==> config.mk <==
export PLATFORM = sky130hd
export DESIGN_NAME = seq_detector
export DESIGN_NICKNAME = d
export VERILOG_FILES = /design/src/rtl/seqdet_pkg.sv /design/src/rtl/seqdet_next.sv /design/src/rtl/seq_detector.sv
export SDC_FILE = /design/constraint.sdc
export NUM_CORES = 1
export LEC_CHECK = 0
export CAP_MARGIN = 10
export CORE_AREA = 4 4 41 43
export CTS_CLUSTER_SIZE = 40
export DETAILED_ROUTE_END_ITERATION = 10
export DIE_AREA = 0 0 45 47
export GPL_TIMING_DRIVEN = 0
export PLACE_DENSITY = 0.41
export SLEW_MARGIN = 20
export SYNTH_ARGS = -nofsm -noshare
export SYNTH_HDL_FRONTEND = slang
export SYNTH_SLANG_ARGS = --single-unit
export TNS_END_PERCENT = 20
==> constraint.sdc <==
create_clock -name clk -period 1.8 [get_ports clk]
set_clock_uncertainty 0.15 [all_clocks]
set_input_delay 0.45 -clock clk [delete_from_list [all_inputs] [get_ports clk]]
set_output_delay 0.45 -clock clk [all_outputs]
set_load 0.02 [all_outputs]
==> src/rtl/seqdet_pkg.sv <==
// Shared definitions for the parametrised symbol-sequence detector: mode
// encodings, the default 1,2,3 pattern and the progress-width helper.
package seqdet_pkg;

  localparam bit MODE_PULSE  = 1'b0;
  localparam bit MODE_STICKY = 1'b1;

  localparam int         DEFAULT_SYM_W   = 2;
  localparam int         DEFAULT_PAT_LEN = 3;
  localparam logic [5:0] DEFAULT_PATTERN = 6'b11_10_01;

  // Bits needed to hold values 0..v-1 (v >= 2 in every use here).
  function automatic int clog2(input int v);
    for (int r = 0; r < 31; r++) begin
      if ((1 << r) >= v) return r;
    end
    return 31;
  endfunction

endpackage

==> src/rtl/seqdet_next.sv <==
// Combinational next-progress function: the longest pattern prefix that is a
// suffix of (matched history, s). Optionally excludes the full-length match.
module seqdet_next
  import seqdet_pkg::*;
#(
  parameter int                         SYM_W      = DEFAULT_SYM_W,
  parameter int                         PAT_LEN    = DEFAULT_PAT_LEN,
  parameter logic [PAT_LEN*SYM_W-1:0]   PATTERN    = DEFAULT_PATTERN,
  parameter bit                         ALLOW_FULL = 1'b1,
  localparam int                        PW         = clog2(PAT_LEN + 1)
) (
  input  logic [PW-1:0]    prog,
  input  logic [SYM_W-1:0] s,
  output logic [PW-1:0]    next_prog,
  output logic             full
);

  logic [PAT_LEN:1] cand;

  // hist_ok[p] is an elaboration-time constant: PATTERN[0..k-2] equals the
  // tail PATTERN[p-k+1..p-1] of a history of length p.
  for (genvar gk = 1; gk <= PAT_LEN; gk++) begin : g_k
    logic [PAT_LEN:0] hist_ok;
    for (genvar gp = 0; gp <= PAT_LEN; gp++) begin : g_p
      if (gp == PAT_LEN || gk > gp + 1) begin : g_none
        assign hist_ok[gp] = 1'b0;
      end else if (gk == 1) begin : g_empty
        assign hist_ok[gp] = 1'b1;
      end else begin : g_cmp
        assign hist_ok[gp] =
          (PATTERN[(gk-1)*SYM_W-1:0] == PATTERN[gp*SYM_W-1 -: (gk-1)*SYM_W]);
      end
    end
    assign cand[gk] = hist_ok[prog] && (s == PATTERN[gk*SYM_W-1 -: SYM_W]);
  end

  // NOTE: every always_comb output gets a default first so no path leaves it
  // unassigned, which would otherwise infer a latch.
  always_comb begin
    next_prog = '0;
    for (int k = 1; k <= PAT_LEN; k++) begin
      if (cand[k] && (k < PAT_LEN || ALLOW_FULL)) next_prog = PW'(k);
    end
  end

  assign full = cand[PAT_LEN];

endmodule

==> src/rtl/seq_detector.sv <==
// Parametrised symbol-sequence detector with sticky or pulse match modes.
// Optional saturating match counter enabled by SEQDET_COUNT_EN.
module seq_detector
  import seqdet_pkg::*;
#(
  parameter int                       SYM_W   = DEFAULT_SYM_W,
  parameter int                       PAT_LEN = DEFAULT_PAT_LEN,
  parameter logic [PAT_LEN*SYM_W-1:0] PATTERN = DEFAULT_PATTERN,
  parameter bit                       STICKY  = MODE_STICKY,
  parameter int                       CNT_W   = 8,
  localparam int                      PW      = clog2(PAT_LEN + 1)
) (
  input  logic             clk,
  input  logic             reset,
  input  logic             in_valid,
  input  logic [SYM_W-1:0] in_sym,
  input  logic             clear,
  output logic             hit,
  output logic [PW-1:0]    progress
`ifdef SEQDET_COUNT_EN
  ,
  output logic [CNT_W-1:0] match_cnt
`endif
);

  if (SYM_W < 1 || PAT_LEN < 1 || CNT_W < 1) begin : g_bad_params
    $error("seq_detector: SYM_W, PAT_LEN and CNT_W must all be >= 1");
  end

  logic [PW-1:0] prog, prog_d, next_prog;
  logic          hit_d, full, take;

  seqdet_next #(
    .SYM_W      (SYM_W),
    .PAT_LEN    (PAT_LEN),
    .PATTERN    (PATTERN),
    .ALLOW_FULL (STICKY == MODE_STICKY)
  ) u_next (
    .prog      (prog),
    .s         (in_sym),
    .next_prog (next_prog),
    .full      (full)
  );

  // A sticky detector that has already hit ignores every further symbol.
  assign take = in_valid && !(STICKY == MODE_STICKY && hit);

  always_comb begin
    prog_d = prog;
    hit_d  = hit;
    if (clear) begin
      prog_d = '0;
      hit_d  = 1'b0;
    end else if (take) begin
      prog_d = next_prog;
      hit_d  = full;
    end else if (STICKY == MODE_PULSE) begin
      hit_d = 1'b0;
    end
  end

  // NOTE: sequential state uses non-blocking assignments so every register
  // samples pre-edge values regardless of block ordering.
  always_ff @(posedge clk) begin
    if (reset) begin
      prog <= '0;
      hit  <= 1'b0;
    end else begin
      prog <= prog_d;
      hit  <= hit_d;
    end
  end

  assign progress = prog;

`ifdef SEQDET_COUNT_EN
  always_ff @(posedge clk) begin
    if (reset) begin
      match_cnt <= '0;
    end else if (!clear && take && full && match_cnt != {CNT_W{1'b1}}) begin
      match_cnt <= match_cnt + 1'b1;
    end
  end
`endif

endmodule
* Word level (Yosys, flattened, before mapping) *
Cells that the tools add are included.

storage, ports and cells
  register bits = 3
  bits in latches = 0
  RAM bits = 0
  bits in read-only memories = 0
  input bits = 6
  output and inout bits = 3
  logic and storage cells = 21
  memories kept = 0

cells by class
  $add $sub $neg = 0
  $mul = 0
  divide/modulo/power cells = 0
  order comparisons = 1
  eq/ne operators = 3
  shift operators = 0
  muxes and demuxes = 9
  bitwise logic cells = 0
  reductions and logical operators = 6

operators by type and width
  operator              number
  $bmux W1 S2           3
  $eq A2 B2 Y1 const B  2
  $logic_and A1 B1 Y1   4
  $mux W1               4
  $mux W2               2
  $lt A2 B3 Y1 const B  1
  $eq A2 B1 Y1 const B  1
  $reduce_or A2 Y1      1
  $logic_not A1 Y1      1

* Logic depth before layout (Yosys ltp) *
Gate-level depths: netlist (run 1).

  depth after elaboration = 6
  depth in mapped cells = 3
  gate-level depth less buffers = 3

* Modules after synthesis *
From an unflattened synthesis (run 1), not the netlist that was laid out.

unflattened totals
  cells, all modules = 16
  area, all modules = 155.1 µm²

modules (own cells, without submodules)
  module        times used  cells an instance  area an instance (µm²)  sequential area each (µm²)
  seq_detector  1           10                 113.9                   60.1
  seqdet_next   1           6                  41.3                    0.0

* Worst setup path after synthesis (run 1) *
Ideal clock, no wire load.

  path type = register to register
  from = register prog[1] (netlist: progress[1])
  to = register prog[0] (netlist: progress[0])
  setup time = 0.086 ns
  data arrival time = 0.936 ns
  required time = 1.564 ns
  slack = 0.628 ns
  stages on the path, launching flop included = 4
  path buffers = 0
  cells stage by stage = dfxtp_1 > mux2i_1 > nand3_1 > a211oi_1

on the way
  longest elaborated chain between the ends = 6
  elaborated cells between the ends (all ways) = 12
  classes of those cells = mux: 9; reduce/logical: 3

RTL lines
  what                           RTL line            RTL
  from (decl)                    seq_detector.sv:30  logic [PW-1:0] prog, prog_d, next_prog;
  from (signal assigned)         seq_detector.sv:69  prog <= prog_d;
  $bmux W1 S2                    seqdet_next.sv:34   assign cand[gk] = hist_ok[prog] && (s == PATTERN[gk*SYM_W-1 -: SYM_W]);
  $mux W1 (implied by the code)  seqdet_next.sv:34
  $logic_and A1 B1 Y1            seqdet_next.sv:34
  $mux W1                        seqdet_next.sv:42   if (cand[k] && (k < PAT_LEN || ALLOW_FULL)) next_prog = PW'(k);
  $mux W2                        seqdet_next.sv:42
  $mux W2 (*)                    seqdet_next.sv:42

Mark *: on every way between the ends. The rest lies on a longest branch, timed or not. The select of a mux whose other input is x is not followed.
A chain may end at the register's enable or synchronous reset.

* Final worst setup path (run 1) *
  from = register prog[1] (netlist: progress[1])
  to = output progress[1]

RTL lines
  what       RTL line            RTL
  to (decl)  seq_detector.sv:19  output logic [PW-1:0] progress

No word-level cell between the ends.

==> qor.yml, run 1 <==
ioPinCount: 9
dr_wl_met2_um: 136
grt_pass1_vias: 183
setup_violations: 0
seqCellArea_um2: 60.1
regToRegSetupSlack_ns: 0.68
ctsHoldBuffers: 0
wl_met1_um: 239
worstSetupPathDepth: 1
final_core_util_pct: 20.8
report.final.slew_viol_count: 0
grtUsageTotal_pct: 6.16
rows: 13
final.fill_count: 144
drc: 0
vdd_ir_drop_max_mv: 0.260
critPathRequiredTime_ns: 1.20
cts.reportedPaths.clkPinSlew_ns: 0.04
cts.htree.levels: 1
r2r_startpoint: "progress[1]"
outcome: "finished, final reports clean"
clock_power_share_pct: 57.9
detailedPlace.worstSlack_ns: 0.0940
cell_by_cell_listing_of_the_critical_path: "dlygate4sd2_1"
routabilityCongestion: 0.644
power_density_mw_per_mm2: 787
synth_area_um2: 149
postSynthNetCount: 22
postSynthRegisterBits: 3
avgSynthCellArea_um2: 9.31
globalRoute.totalOverflow: 0
cp_max_stage_delay_ns: 0.39
cpLargestDelayFamily: "flip-flops"
fp.dieArea_mm2: 0.00212
power.leakage_nw: 0.105
cts_tree: "yes"
max_cap_viol_count: 0
global_route_wire_length_before_repair_um: 841
max_clock_freq_mhz: 629
floorplan.initialDensity_pct: 11.4
ff2ff_path_depth: 3
crit_path_end: "progress[1]"
multi_input_comb_area_um2: 88.8
met3_length_um: 88
routed-via-count: 174
yosysUniqueCellTypes: 14
numCtsBuffers: 3
finalNetCount: 35
finalWirelength_um: 464
wire_per_inst_um: 10.8
setup_slack_ns: 0.209
ys.warnings.count: 0
p_int_mw: 0.164
cts_resized: 3
synth-seq-area-share_pct: 40.3
area_delta_synth_final_pct: 81.5
finalWorstPathRequiredPeriod_ns: 1.59
crit_start: "progress[1]"
startpoint_type: "register"
fp.dieH_um: 47
power.switching_fraction_pct: 23.0
path_max_fanout: 5
cts-root-buf: "sky130_fd_sc_hd__clkbuf_4"
tightestPinTransition_ns: 0.219
grt_antenna_before_repair: 0
power_frac_comb_pct: 10.2
detail_route.vias_per_cell: 4.05
rsz0062_at_grt: "false"
hold_path_class: "register to register"
dr.pass1.iters: 4
critical_path.endpoint_type: "output pin"
total_neg_setup_slack_ns: 0
area_of_the_core_mm2: 0.00130
finalHoldViolations: 0
worstSetupPathType: "register to output pin"
crit_path_top_delay_cell: "sky130_fd_sc_hd__dfxtp_1"
place.port_buffers: 8
reg2reg_to: "progress[0]"
p_switching_mw: 0.0488
cp.buffers_inverters: 1
drive_gt1_share_pct: 17.9
relSlewSlack_pct: 85.4
post_cts.repair.setup_buffers: 0
clock_path_buffers: 2
fin_crit_sh_pct: 88.4
netlist_instances: 16
drt-initial-drc-count: 8
cp.arrival_ns: 0.99
grt_start_max_net_pins: 6
top_signal_layer_used: "met3"
clk-insertion-delay-late_ns: 0.24
die_x_um: 45
ant_nets: 0
clock_sinks: 3
antenna_cells_inserted: 0
power.share.sequential_pct: 31.9
[final cells by class]
| cell class | instances | share of cell area (%) |
|---|---|---|
| clock buffers | 4 | 9.72 |
| flip-flops and latches | 3 | 22.2 |
| well taps | 15 | 6.94 |
| repair buffers | 8 | 28.2 |
| multi-input cells | 13 | 32.9 |
[layer usage]
layer | track usage (%) | vias up
li1 | - | 84
met1 | 7.94 | 73
met2 | 5.37 | 17
met3 | 6.90 | 0
met4 | 3.51 | 0
met5 | 0 | -
[through the flow]
step | power (mW) | std cells | hold slack (ns) | area, um2
CTS | 0.218 | 43 | 0.381 | 270
global placement | 0.0902 | 39 | 0.363 | 248
global route | 0.225 | 43 | 0.418 | 270
floorplan | 0.0747 | 16 | 0.365 | 149
finish | 0.213 | 43 | 0.376 | 270
detailed placement | 0.0904 | 39 | 0.360 | 248
[cell usage after synthesis]
master	instances	share of area (%)
sky130_fd_sc_hd__a211oi_1	1	5.0
sky130_fd_sc_hd__a211oi_2	1	8.4
sky130_fd_sc_hd__a31oi_1	1	4.2
sky130_fd_sc_hd__and3b_1	1	5.9
sky130_fd_sc_hd__dfxtp_1	3	40
sky130_fd_sc_hd__mux2i_1	1	6.7
sky130_fd_sc_hd__nand2_1	1	2.5
sky130_fd_sc_hd__nand2b_1	1	4.2
sky130_fd_sc_hd__nand3_1	1	3.4
sky130_fd_sc_hd__nand4_1	1	4.2
sky130_fd_sc_hd__nor2_1	1	2.5
sky130_fd_sc_hd__nor2b_2	1	5.9
sky130_fd_sc_hd__nor3_1	1	3.4
sky130_fd_sc_hd__o21ai_1	1	3.4
[logic make-up (layout without fill, tap and decap cells)]
logic type / after synthesis / in the layout / synth area share (%)
AO/OA/AOI/OAI: 4 / 4 / 21.0
flip-flops: 3 / 3 / 40.3
buffers and inverters: 0 / 12 / 0
AND/OR/NAND/NOR: 8 / 8 / 31.9
multiplexers: 1 / 1 / 6.72
[worst min-delay path by stage]
stage	from	cells after the start	to	slack (ns)
floorplan	reset	1	progress[1]	0.36
global placement	progress[0]	2	progress[0]	0.36
detailed placement	progress[0]	2	progress[0]	0.36
CTS	progress[0]	2	progress[0]	0.38
global route	progress[0]	2	progress[0]	0.42
finish	progress[0]	2	progress[0]	0.38
[state kept, by name (all words and copies together) (netlist names)]
signal and flops:
hit 1, progress 2
[placed cells by master, fill, tap and decap left out]
cell type / instances
sky130_fd_sc_hd__a211oi_1: 1
sky130_fd_sc_hd__a211oi_2: 1
sky130_fd_sc_hd__a31oi_1: 1
sky130_fd_sc_hd__and3b_1: 1
sky130_fd_sc_hd__clkbuf_1: 1
sky130_fd_sc_hd__clkbuf_4: 3
sky130_fd_sc_hd__clkdlybuf4s50_1: 5
sky130_fd_sc_hd__dfxtp_1: 3
sky130_fd_sc_hd__dlygate4sd2_1: 3
sky130_fd_sc_hd__mux2i_1: 1
sky130_fd_sc_hd__nand2_1: 1
sky130_fd_sc_hd__nand2b_1: 1
sky130_fd_sc_hd__nand3_1: 1
sky130_fd_sc_hd__nand4_1: 1
sky130_fd_sc_hd__nor2_1: 1
sky130_fd_sc_hd__nor2b_2: 1
sky130_fd_sc_hd__nor3_1: 1
sky130_fd_sc_hd__o21ai_1: 1
[power by group through the flow]
stage               Combinational, mW  Clock [mW]  Sequential (mW)
finish                         0.0217       0.123           0.0678
global route                   0.0241       0.133           0.0679
CTS                            0.0218       0.128           0.0678
detailed placement             0.0215           0           0.0689
global placement               0.0213           0           0.0689
floorplan                     0.00533           0           0.0694
(Power assumes the default switching activity.)
==> inputs of run 2 (changes only) <==
--- a/config.mk
+++ b/config.mk
@@ -11,6 +11,7 @@
 export DETAILED_ROUTE_END_ITERATION = 10
 export DIE_AREA = 0 0 45 47
 export GPL_TIMING_DRIVEN = 0
+export HOLD_SLACK_MARGIN = 0.1
 export PLACE_DENSITY = 0.41
 export SLEW_MARGIN = 20
 export SYNTH_ARGS = -nofsm -noshare
==> results of run 2 <==
No change in the layout: final DEF, timing and power equal those of run 1.
==> inputs of run 3 (changes only) <==
--- a/config.mk
+++ b/config.mk
@@ -13,7 +13,7 @@
 export GPL_TIMING_DRIVEN = 0
 export HOLD_SLACK_MARGIN = 0.1
 export PLACE_DENSITY = 0.41
-export SLEW_MARGIN = 20
+export SLEW_MARGIN = 10
 export SYNTH_ARGS = -nofsm -noshare
 export SYNTH_HDL_FRONTEND = slang
 export SYNTH_SLANG_ARGS = --single-unit
==> results of run 3 <==
No change in the layout: final DEF, timing and power equal those of run 1.
